### config.mk
export PLATFORM = sky130hd
export DESIGN_NAME = seq_alu
export DESIGN_NICKNAME = d
export VERILOG_FILES = /design/src/rtl/alu_pkg.sv /design/src/rtl/seq_muldiv.sv /design/src/rtl/seq_alu.sv
export SDC_FILE = /design/constraint.sdc
export NUM_CORES = 1
export LEC_CHECK = 0
export CAP_MARGIN = 20
export CORE_MARGIN = 3
export CORE_UTILIZATION = 40
export CTS_BUF_LIST = sky130_fd_sc_hd__clkbuf_2
export CTS_CLUSTER_DIAMETER = 60
export DETAILED_ROUTE_END_ITERATION = 7
export HOLD_SLACK_MARGIN = 0.05
export SYNTH_ARGS = -nofsm -noshare
export SYNTH_HDL_FRONTEND = slang
export SYNTH_SLANG_ARGS = --single-unit
### constraint.sdc
create_clock -name clk -period 7.19 [get_ports clk]
set_input_delay 0.719 -clock clk [delete_from_list [all_inputs] [get_ports clk]]
set_output_delay 0.719 -clock clk [all_outputs]
set_load 0.05 [all_outputs]
### src/rtl/alu_pkg.sv
// alu_pkg: opcode and FSM state types shared by seq_alu and seq_muldiv.
package alu_pkg;

   localparam int ALU_CTRL_W = 4;

   typedef enum logic [ALU_CTRL_W-1:0] {
      OP_ADD   = 4'b0000,
      OP_SUB   = 4'b0001,
      OP_AND   = 4'b0010,
      OP_OR    = 4'b0011,
      OP_XOR   = 4'b0100,
      OP_SLT   = 4'b0101,
      OP_SLTU  = 4'b0110,
      OP_SLL   = 4'b0111,
      OP_SRL   = 4'b1000,
      OP_SRA   = 4'b1001,
      OP_PASSB = 4'b1010,
      OP_MUL   = 4'b1011,
      OP_MULHU = 4'b1100,
      OP_DIVU  = 4'b1101,
      OP_REMU  = 4'b1110,
      OP_RSVD  = 4'b1111
   } alu_op_t;

   typedef enum logic [1:0] {
      IDLE,
      MUL,
      DIV
   } alu_state_t;

   function automatic logic is_muldiv(input alu_op_t op);
      return op inside {OP_MUL, OP_MULHU, OP_DIVU, OP_REMU};
   endfunction

endpackage

### src/rtl/seq_muldiv.sv
// seq_muldiv: iterative shift-add multiplier and restoring divider.
// One step per cycle; lo/hi show the value after the current step.
module seq_muldiv
   import alu_pkg::*;
#(
   parameter int DATA_WIDTH = 32
) (
   input  logic                  clk,
   input  logic                  rst,
   input  logic                  go,
   input  logic                  is_div,
   input  logic [DATA_WIDTH-1:0] a,
   input  logic [DATA_WIDTH-1:0] b,
   output logic                  busy,
   output logic                  done,
   output logic [DATA_WIDTH-1:0] lo,
   output logic [DATA_WIDTH-1:0] hi
);

   localparam int CNT_W = $clog2(DATA_WIDTH);

   logic [CNT_W-1:0]      cnt;
   logic                  div_q;
   logic [DATA_WIDTH-1:0] lo_q;
   logic [DATA_WIDTH-1:0] hi_q;
   logic [DATA_WIDTH-1:0] b_q;
   logic [DATA_WIDTH:0]   sum;
   logic [DATA_WIDTH:0]   shl;
   logic [DATA_WIDTH:0]   diff;

   assign done = busy && (cnt == CNT_W'(DATA_WIDTH - 1));

   // hi:lo is the product accumulator, or remainder:quotient for divide
   always_comb begin
      sum  = {1'b0, hi_q} + {1'b0, b_q};
      shl  = {hi_q, lo_q[DATA_WIDTH-1]};
      diff = shl - {1'b0, b_q};
      if (div_q) begin
         hi = diff[DATA_WIDTH] ? shl[DATA_WIDTH-1:0]
                               : diff[DATA_WIDTH-1:0];
         lo = {lo_q[DATA_WIDTH-2:0], ~diff[DATA_WIDTH]};
      end else if (lo_q[0]) begin
         hi = sum[DATA_WIDTH:1];
         lo = {sum[0], lo_q[DATA_WIDTH-1:1]};
      end else begin
         hi = {1'b0, hi_q[DATA_WIDTH-1:1]};
         lo = {hi_q[0], lo_q[DATA_WIDTH-1:1]};
      end
   end

   always_ff @(posedge clk) begin
      if (rst) begin
         busy  <= 1'b0;
         cnt   <= '0;
         div_q <= 1'b0;
         lo_q  <= '0;
         hi_q  <= '0;
         b_q   <= '0;
      end else if (go && !busy) begin
         busy  <= 1'b1;
         cnt   <= '0;
         div_q <= is_div;
         lo_q  <= a;
         hi_q  <= '0;
         b_q   <= b;
      end else if (busy) begin
         lo_q <= lo;
         hi_q <= hi;
         cnt  <= cnt + 1'b1;
         if (done) busy <= 1'b0;
      end
   end

endmodule

### src/rtl/seq_alu.sv
// seq_alu: execute-stage ALU, registered outputs, start/done handshake.
// Define SEQ_ALU_MULDIV_EN to build the iterative MUL/MULHU/DIVU/REMU path.
module seq_alu
   import alu_pkg::*;
#(
   parameter int DATA_WIDTH = 32
) (
   input  logic                  clk,
   input  logic                  rst,
   input  logic                  start,
   input  logic [ALU_CTRL_W-1:0] ALUctrl,
   input  logic [DATA_WIDTH-1:0] ALUop1,
   input  logic [DATA_WIDTH-1:0] ALUop2,
   output logic                  busy,
   output logic                  done,
   output logic [DATA_WIDTH-1:0] ALUResult,
   output logic                  Zero
);

   localparam int SHAMT_W = $clog2(DATA_WIDTH);

   alu_op_t               op;
   logic                  accept;
   logic [SHAMT_W-1:0]    shamt;
   logic [DATA_WIDTH-1:0] alu_res;

   assign op     = alu_op_t'(ALUctrl);
   assign accept = start && !busy;
   assign shamt  = ALUop2[SHAMT_W-1:0];

   always_comb begin
      alu_res = '0;
      unique case (op)
         OP_ADD:   alu_res = ALUop1 + ALUop2;
         OP_SUB:   alu_res = ALUop1 - ALUop2;
         OP_AND:   alu_res = ALUop1 & ALUop2;
         OP_OR:    alu_res = ALUop1 | ALUop2;
         OP_XOR:   alu_res = ALUop1 ^ ALUop2;
         OP_SLT:   alu_res = {{(DATA_WIDTH-1){1'b0}},
                              $signed(ALUop1) < $signed(ALUop2)};
         OP_SLTU:  alu_res = {{(DATA_WIDTH-1){1'b0}}, ALUop1 < ALUop2};
         OP_SLL:   alu_res = ALUop1 << shamt;
         OP_SRL:   alu_res = ALUop1 >> shamt;
         OP_SRA:   alu_res = $unsigned($signed(ALUop1) >>> shamt);
         OP_PASSB: alu_res = ALUop2;
`ifdef SEQ_ALU_MULDIV_EN
         // only reached for a zero divisor; nonzero goes to the core
         OP_DIVU:  alu_res = '1;
         OP_REMU:  alu_res = ALUop1;
`endif
         default:  alu_res = '0;
      endcase
   end

`ifdef SEQ_ALU_MULDIV_EN

   alu_state_t            state;
   logic                  md_go;
   logic                  md_div;
   logic                  md_busy;
   logic                  md_done;
   logic                  sel_hi;
   logic [DATA_WIDTH-1:0] md_lo;
   logic [DATA_WIDTH-1:0] md_hi;

   assign md_div = (op == OP_DIVU) || (op == OP_REMU);
   assign md_go  = accept && is_muldiv(op)
                   && !(md_div && ALUop2 == '0);

   seq_muldiv #(
      .DATA_WIDTH(DATA_WIDTH)
   ) u_muldiv (
      .clk    (clk),
      .rst    (rst),
      .go     (md_go),
      .is_div (md_div),
      .a      (ALUop1),
      .b      (ALUop2),
      .busy   (md_busy),
      .done   (md_done),
      .lo     (md_lo),
      .hi     (md_hi)
   );

   always_ff @(posedge clk) begin
      if (rst) begin
         state     <= IDLE;
         busy      <= 1'b0;
         done      <= 1'b0;
         ALUResult <= '0;
         Zero      <= 1'b1;
         sel_hi    <= 1'b0;
      end else begin
         done <= 1'b0;
         unique case (state)
            IDLE: begin
               if (md_go) begin
                  state  <= md_div ? DIV : MUL;
                  busy   <= 1'b1;
                  sel_hi <= (op == OP_MULHU) || (op == OP_REMU);
               end else if (accept) begin
                  ALUResult <= alu_res;
                  Zero      <= (alu_res == '0);
                  done      <= 1'b1;
               end
            end
            MUL, DIV: begin
               if (md_done) begin
                  ALUResult <= sel_hi ? md_hi : md_lo;
                  Zero      <= ((sel_hi ? md_hi : md_lo) == '0);
                  done      <= 1'b1;
                  busy      <= 1'b0;
                  state     <= IDLE;
               end else if (!md_busy) begin
                  busy  <= 1'b0;
                  state <= IDLE;
               end
            end
            default: begin
               busy  <= 1'b0;
               state <= IDLE;
            end
         endcase
      end
   end

`else

   assign busy = 1'b0;

   always_ff @(posedge clk) begin
      if (rst) begin
         done      <= 1'b0;
         ALUResult <= '0;
         Zero      <= 1'b1;
      end else begin
         done <= accept;
         if (accept) begin
            ALUResult <= alu_res;
            Zero      <= (alu_res == '0);
         end
      end
   end

`endif

endmodule

Word-level counts from Yosys, hierarchy flattened
Cells that the tools add are included.
Widths: inputs -> output; s select.
{"block": "op_classes", "div_mod_pow": 0, "n_lt_le_gt_ge": 2, "n_reduce_logical": 2, "shift": 3, "eq_ne": 10, "mul": 0, "n_bitwise": 3, "add_sub_neg": 2, "muxes": 1}
{"operator": "$pmux 32 s11", "count": 1}
{"operator": "$lt 32x32->1", "count": 2}
{"operator": "$add 32x32->32", "count": 1}
{"operator": "$and 32x32->32", "count": 1}
{"operator": "$logic_not 32->1", "count": 1}
{"operator": "$or 32x32->32", "count": 1}
{"operator": "$shl 32x5->32", "count": 1}
{"operator": "$shr 32x5->32", "count": 1}
{"operator": "$sshr 32x5->32", "count": 1}
{"operator": "$sub 32x32->32", "count": 1}
{"operator": "$xor 32x32->32", "count": 1}
{"operator": "$eq 4x3->1 const B", "count": 4}
{"operator": "$eq 4x4->1 const B", "count": 3}
{"operator": "$eq 4x2->1 const B", "count": 2}
{"operator": "$eq 4x1->1 const B", "count": 1}
{"operator": "$logic_not 4->1", "count": 1}
{"block": "totals", "out_inout_bits": 35, "mem_bits_rw": 0, "n_memories": 0, "inputBits": 71, "elab_cells": 26, "mem_bits_ro": 0, "latch_bits": 0, "register_bits": 34}

Logic depth before layout (Yosys ltp)
{"block": "depth", "word_depth": 3, "mapped_depth": 18, "ltp_nobuf": 14}

Worst setup path before layout
Ideal clock, no wire load.
{"block": "synth_timing", "path_type": "input port to flip-flop", "from": "in ALUop2[3]", "to": "reg Zero", "path_buffers": 5, "setup_ps": 96, "required_ps": 7094, "stages": 18, "slack_ps": 2296, "t_arrival_ps": 4798, "cell_sequence": "buf_2 > clkinv_1 > buf_2 > buf_1 > buf_1 > ha_1 > clkbuf_1 > nor2b_1 > a2111o_1 > a31oi_4 > nand3_2 > a31o_1 > o311a_1 > nor4_2 > nand3_1 > and4bb_2 > nand4_1 > o41ai_2"}
{"block": "synth_via", "elab_chain_cells": 3, "word_cells_on_any_way": 12, "cone_classes": "2 x add/sub; 2 x order compare; 3 x shift; 1 x mux; 3 x bitwise; 1 x reduce/logical"}
{"element": "from (decl)", "line": "seq_alu.sv:13", "text": "input logic [DATA_WIDTH-1:0] ALUop2,"}
{"element": "$sub 32x32->32, or another cell as far along", "line": "seq_alu.sv:35", "text": "OP_SUB: alu_res = ALUop1 - ALUop2;"}
{"element": "$pmux 32 s11 *", "line": "seq_alu.sv:33", "text": "unique case (op)"}
{"element": "$logic_not 32->1 *", "line": "seq_alu.sv:140", "text": "Zero <= (alu_res == '0);"}
{"element": "to (signal assigned)", "line": "seq_alu.sv:140"}
{"element": "to (decl)", "line": "seq_alu.sv:17", "text": "output logic Zero"}
Mark *: on every way between the ends. The rest lies on a longest branch, timed or not.
A chain may end at the register's enable or synchronous reset.

Worst setup path in the final report
Ends and elaborated chain as after synthesis.

==> results.md <==
- CTS Hold Bufs: 0
- DR vias: 13600
- CP endpoint kind: flop
- Gr usage total: about 39%
- Layout cells sized above 1: 9.23%
- PortBufs: 104
- Post-synthesis sequential area ratio: 6.20%
- Hold WS: 486 ps
- VDD IR-drop max: around 0.065 mV
- Filler cells: 2788
- Outcome: completed
- Clock tree buffer depth: 2
- Root Buffer: clkbuf_2
- Fin nets: between 1500 and 2000
- Dominant cell type by area after synthesis: ha_1
- Synth Warn #: 0
- Post-synth EDFFs: 0
- Global route hottest layer: met2
- PD cells: 109 nW/um2
- Clock-pin slew on the worst setup and hold paths: 180 ps
- Worst setup SP type: input pin
- Vias in the first global route: 12600
- Vias/cell: about 7
- Actual slew at the worst max-slew pin: 1300 ps
- First-pass GRT wire length: roughly 86000 um
- Top-area cell type share of the netlist area: between 10% and 20%
- Critical path arrival: 6010 ps
- Crit path kind: in -> reg
- Clk_lat worst skew: slightly above 400 ps
- CTS Buf Count: 5
- Synth-to-layout area growth: 11.6%
- Ports: 106
- Largest net degree at the start of global routing: 59
- Core area: ~27000 um2
- Number of clock sinks: 34
- Drt total wl: 59300 um
- Diodes inserted: 0
- 1st-iter DRT viols: roughly 2200
- Highest-count cells in the layout ignoring fill and taps: 168 x nor2_1, 117 x nand2_1, 105 x a21oi_1
- ANT nets after route: 0
- RSZ-0062 raised after global routing: no
- TNS Setup: 0 ps
- Die Ht: 172 um
- Seq cells post-synth: 34
- Data required time of the worst path: 7510 ps
- Met1 Use GR: a little over half
- Synthesized netlist net count: 1723
- Fmax: 176 MHz
- Initial core utilization: roughly 40%
- DRC: 0
- Synth async-reset ratio: 0%
- Met3 usage in global routing: 8.32%
- Total gr overflow: 0
- Synth Flop Type: dfxtp_1
- Worst Path Max Fanout: 26
- Most common cell after layout, fill and taps aside: nor2_1
- Initial antenna violation count: 3
- Die X: 172 um
- MaxCap Viol Count: 0
- Routability Congestion: 1.11
- H-tree Lvls: 2
- Clock Skews: 0 ps
- P_leak: 4.83 nW
- Yosys cell types: 94
- Syn Inst Count: about 1600
- Setup Viol. Count Final: 0
- Synth top area cells: ha_1 11%, mux2i_1 6.3%, dfxtp_1 6.2%
- Post-CTS sizing: 0
- Detailed-route wire length per cell: 30.8 um
- Setup bufs post-CTS: 0
- DIE AREA: 29500 um2
- Post-Syn Area: 11000 um2
- Slew margin rel.: 12.9%
- Fin. Hold Viols: 0
- Met2 Usage GRT: between 50% and 60%
- Part of the cycle the worst path needs: 79.1%
- Fin crit period: roughly 5700 ps
- Post-DP HPWL: 46700 um
- Max Slew Vio Count: 0
- CTS tree: built
- Hold Crit Class: reg -> reg
- Pre-Repair DR Iteration Count: 6
- Synth Area per Inst: 7.08 um2
- Site Rows: 60
==> per-stage QoR <==
step	cell area (um2)	std cells	util [%]	setup slack, ps	power [mW]
after floorplan	11000	1552	-	2300	0.835
after global placement	12200	1911	45.3	1160	1.20
after detailed placement	12200	1914	45.3	1460	1.19
after CTS	12300	1922	45.5	1900	1.29
after global routing	12300	1922	45.5	1470	1.39
final	12300	1922	45.5	1500	1.33
==> report_power, final <==
part	switching [mW]	internal [mW]	leakage [nW]	total, mW
Combinational	0.683	0.338	4.52	1.02
Sequential	0.0102	0.205	0.282	0.215
Clock	0.0710	0.0239	0.0304	0.0949
==> cell families (layout without fill, tap and decap cells) <==
logic type | Yosys count | count (layout) | share of synthesized area [%]
and+or+nand+nor | 499 | 499 | 21.8
DFF | 34 | 34 | 6.20
xor gates and xnor gates | 12 | 12 | 0.957
buffers and inverters | 234 | 263 | 8.96
adders and majority gates | 100 | 100 | 11.5
AOI/OAI and AO/OA | 541 | 541 | 35.0
muxes | 131 | 131 | 15.5
other | 1 | 1 | 0.0341
==> layer usage <==
layer  vias to the layer above  routed length (um)
li1                       5984                   -
met1                      6481               24300
met5                         -                  36
met3                       155                7000
met2                      1006               25000
met4                         6                2970
==> registers in the layout (all words and copies together), names as in the netlist <==
register,flops
ALUResult,32
done,1
Zero,1
==> critical path: stages <==
cell	delay, ps
buf_2	400
clkinv_1	420
ha_1	520
and2_1	200
a221oi_1	800
nand2_1	200
xnor2_1	330
o221ai_1	180
a2111oi_1	1060
nand4_1	190
nor4_1	320
and4_1	240
nand4_1	120
o41ai_2	320
==> worst paths after layout <==
kind	startpoint	slack [ps]	cells past startpoint	to
worst min register to register	ALUResult[31]	490	2	ALUResult[31]
worst min-delay path	ALUResult[31]	490	2	ALUResult[31]
worst max register to register	ALUResult[27]	6340	2	ALUResult[27]
worst max-delay path	ALUop2[3]	1500	14	Zero
==> area by class of cell <==
class / instances / area, um2 / area share, %
inverter: 106 / 398 / 3.25
clock inverter: 2 / 8.76 / 0.0715
clock buffer: 6 / 30.0 / 0.245
timing repair buffer: 149 / 1350 / 11.0
tap: 341 / 427 / 3.48
multi-input combinational: 1284 / 9370 / 76.4
sequential: 34 / 681 / 5.55
==> Yosys cell counts (11+ instances only) <==
master / n
a2111oi_0: 11
a211o_1: 11
a211oi_1: 57
a21o_1: 13
a21oi_1: 105
a221oi_1: 18
a22oi_1: 26
a31oi_1: 26
buf_1: 16
buf_2: 28
clkbuf_1: 71
dfxtp_1: 34
ha_1: 98
inv_1: 102
mux2_2: 34
mux2i_1: 69
mux4_2: 28
nand2_1: 117
nand3_1: 39
nand4_1: 18
nor2_1: 168
nor2b_1: 21
nor3_1: 50
nor4_1: 14
o211ai_1: 20
o21a_1: 12
o21ai_0: 67
o221ai_1: 21
o22ai_1: 24
o31ai_1: 22
xnor2_1: 11
(Power assumes the default switching activity.)
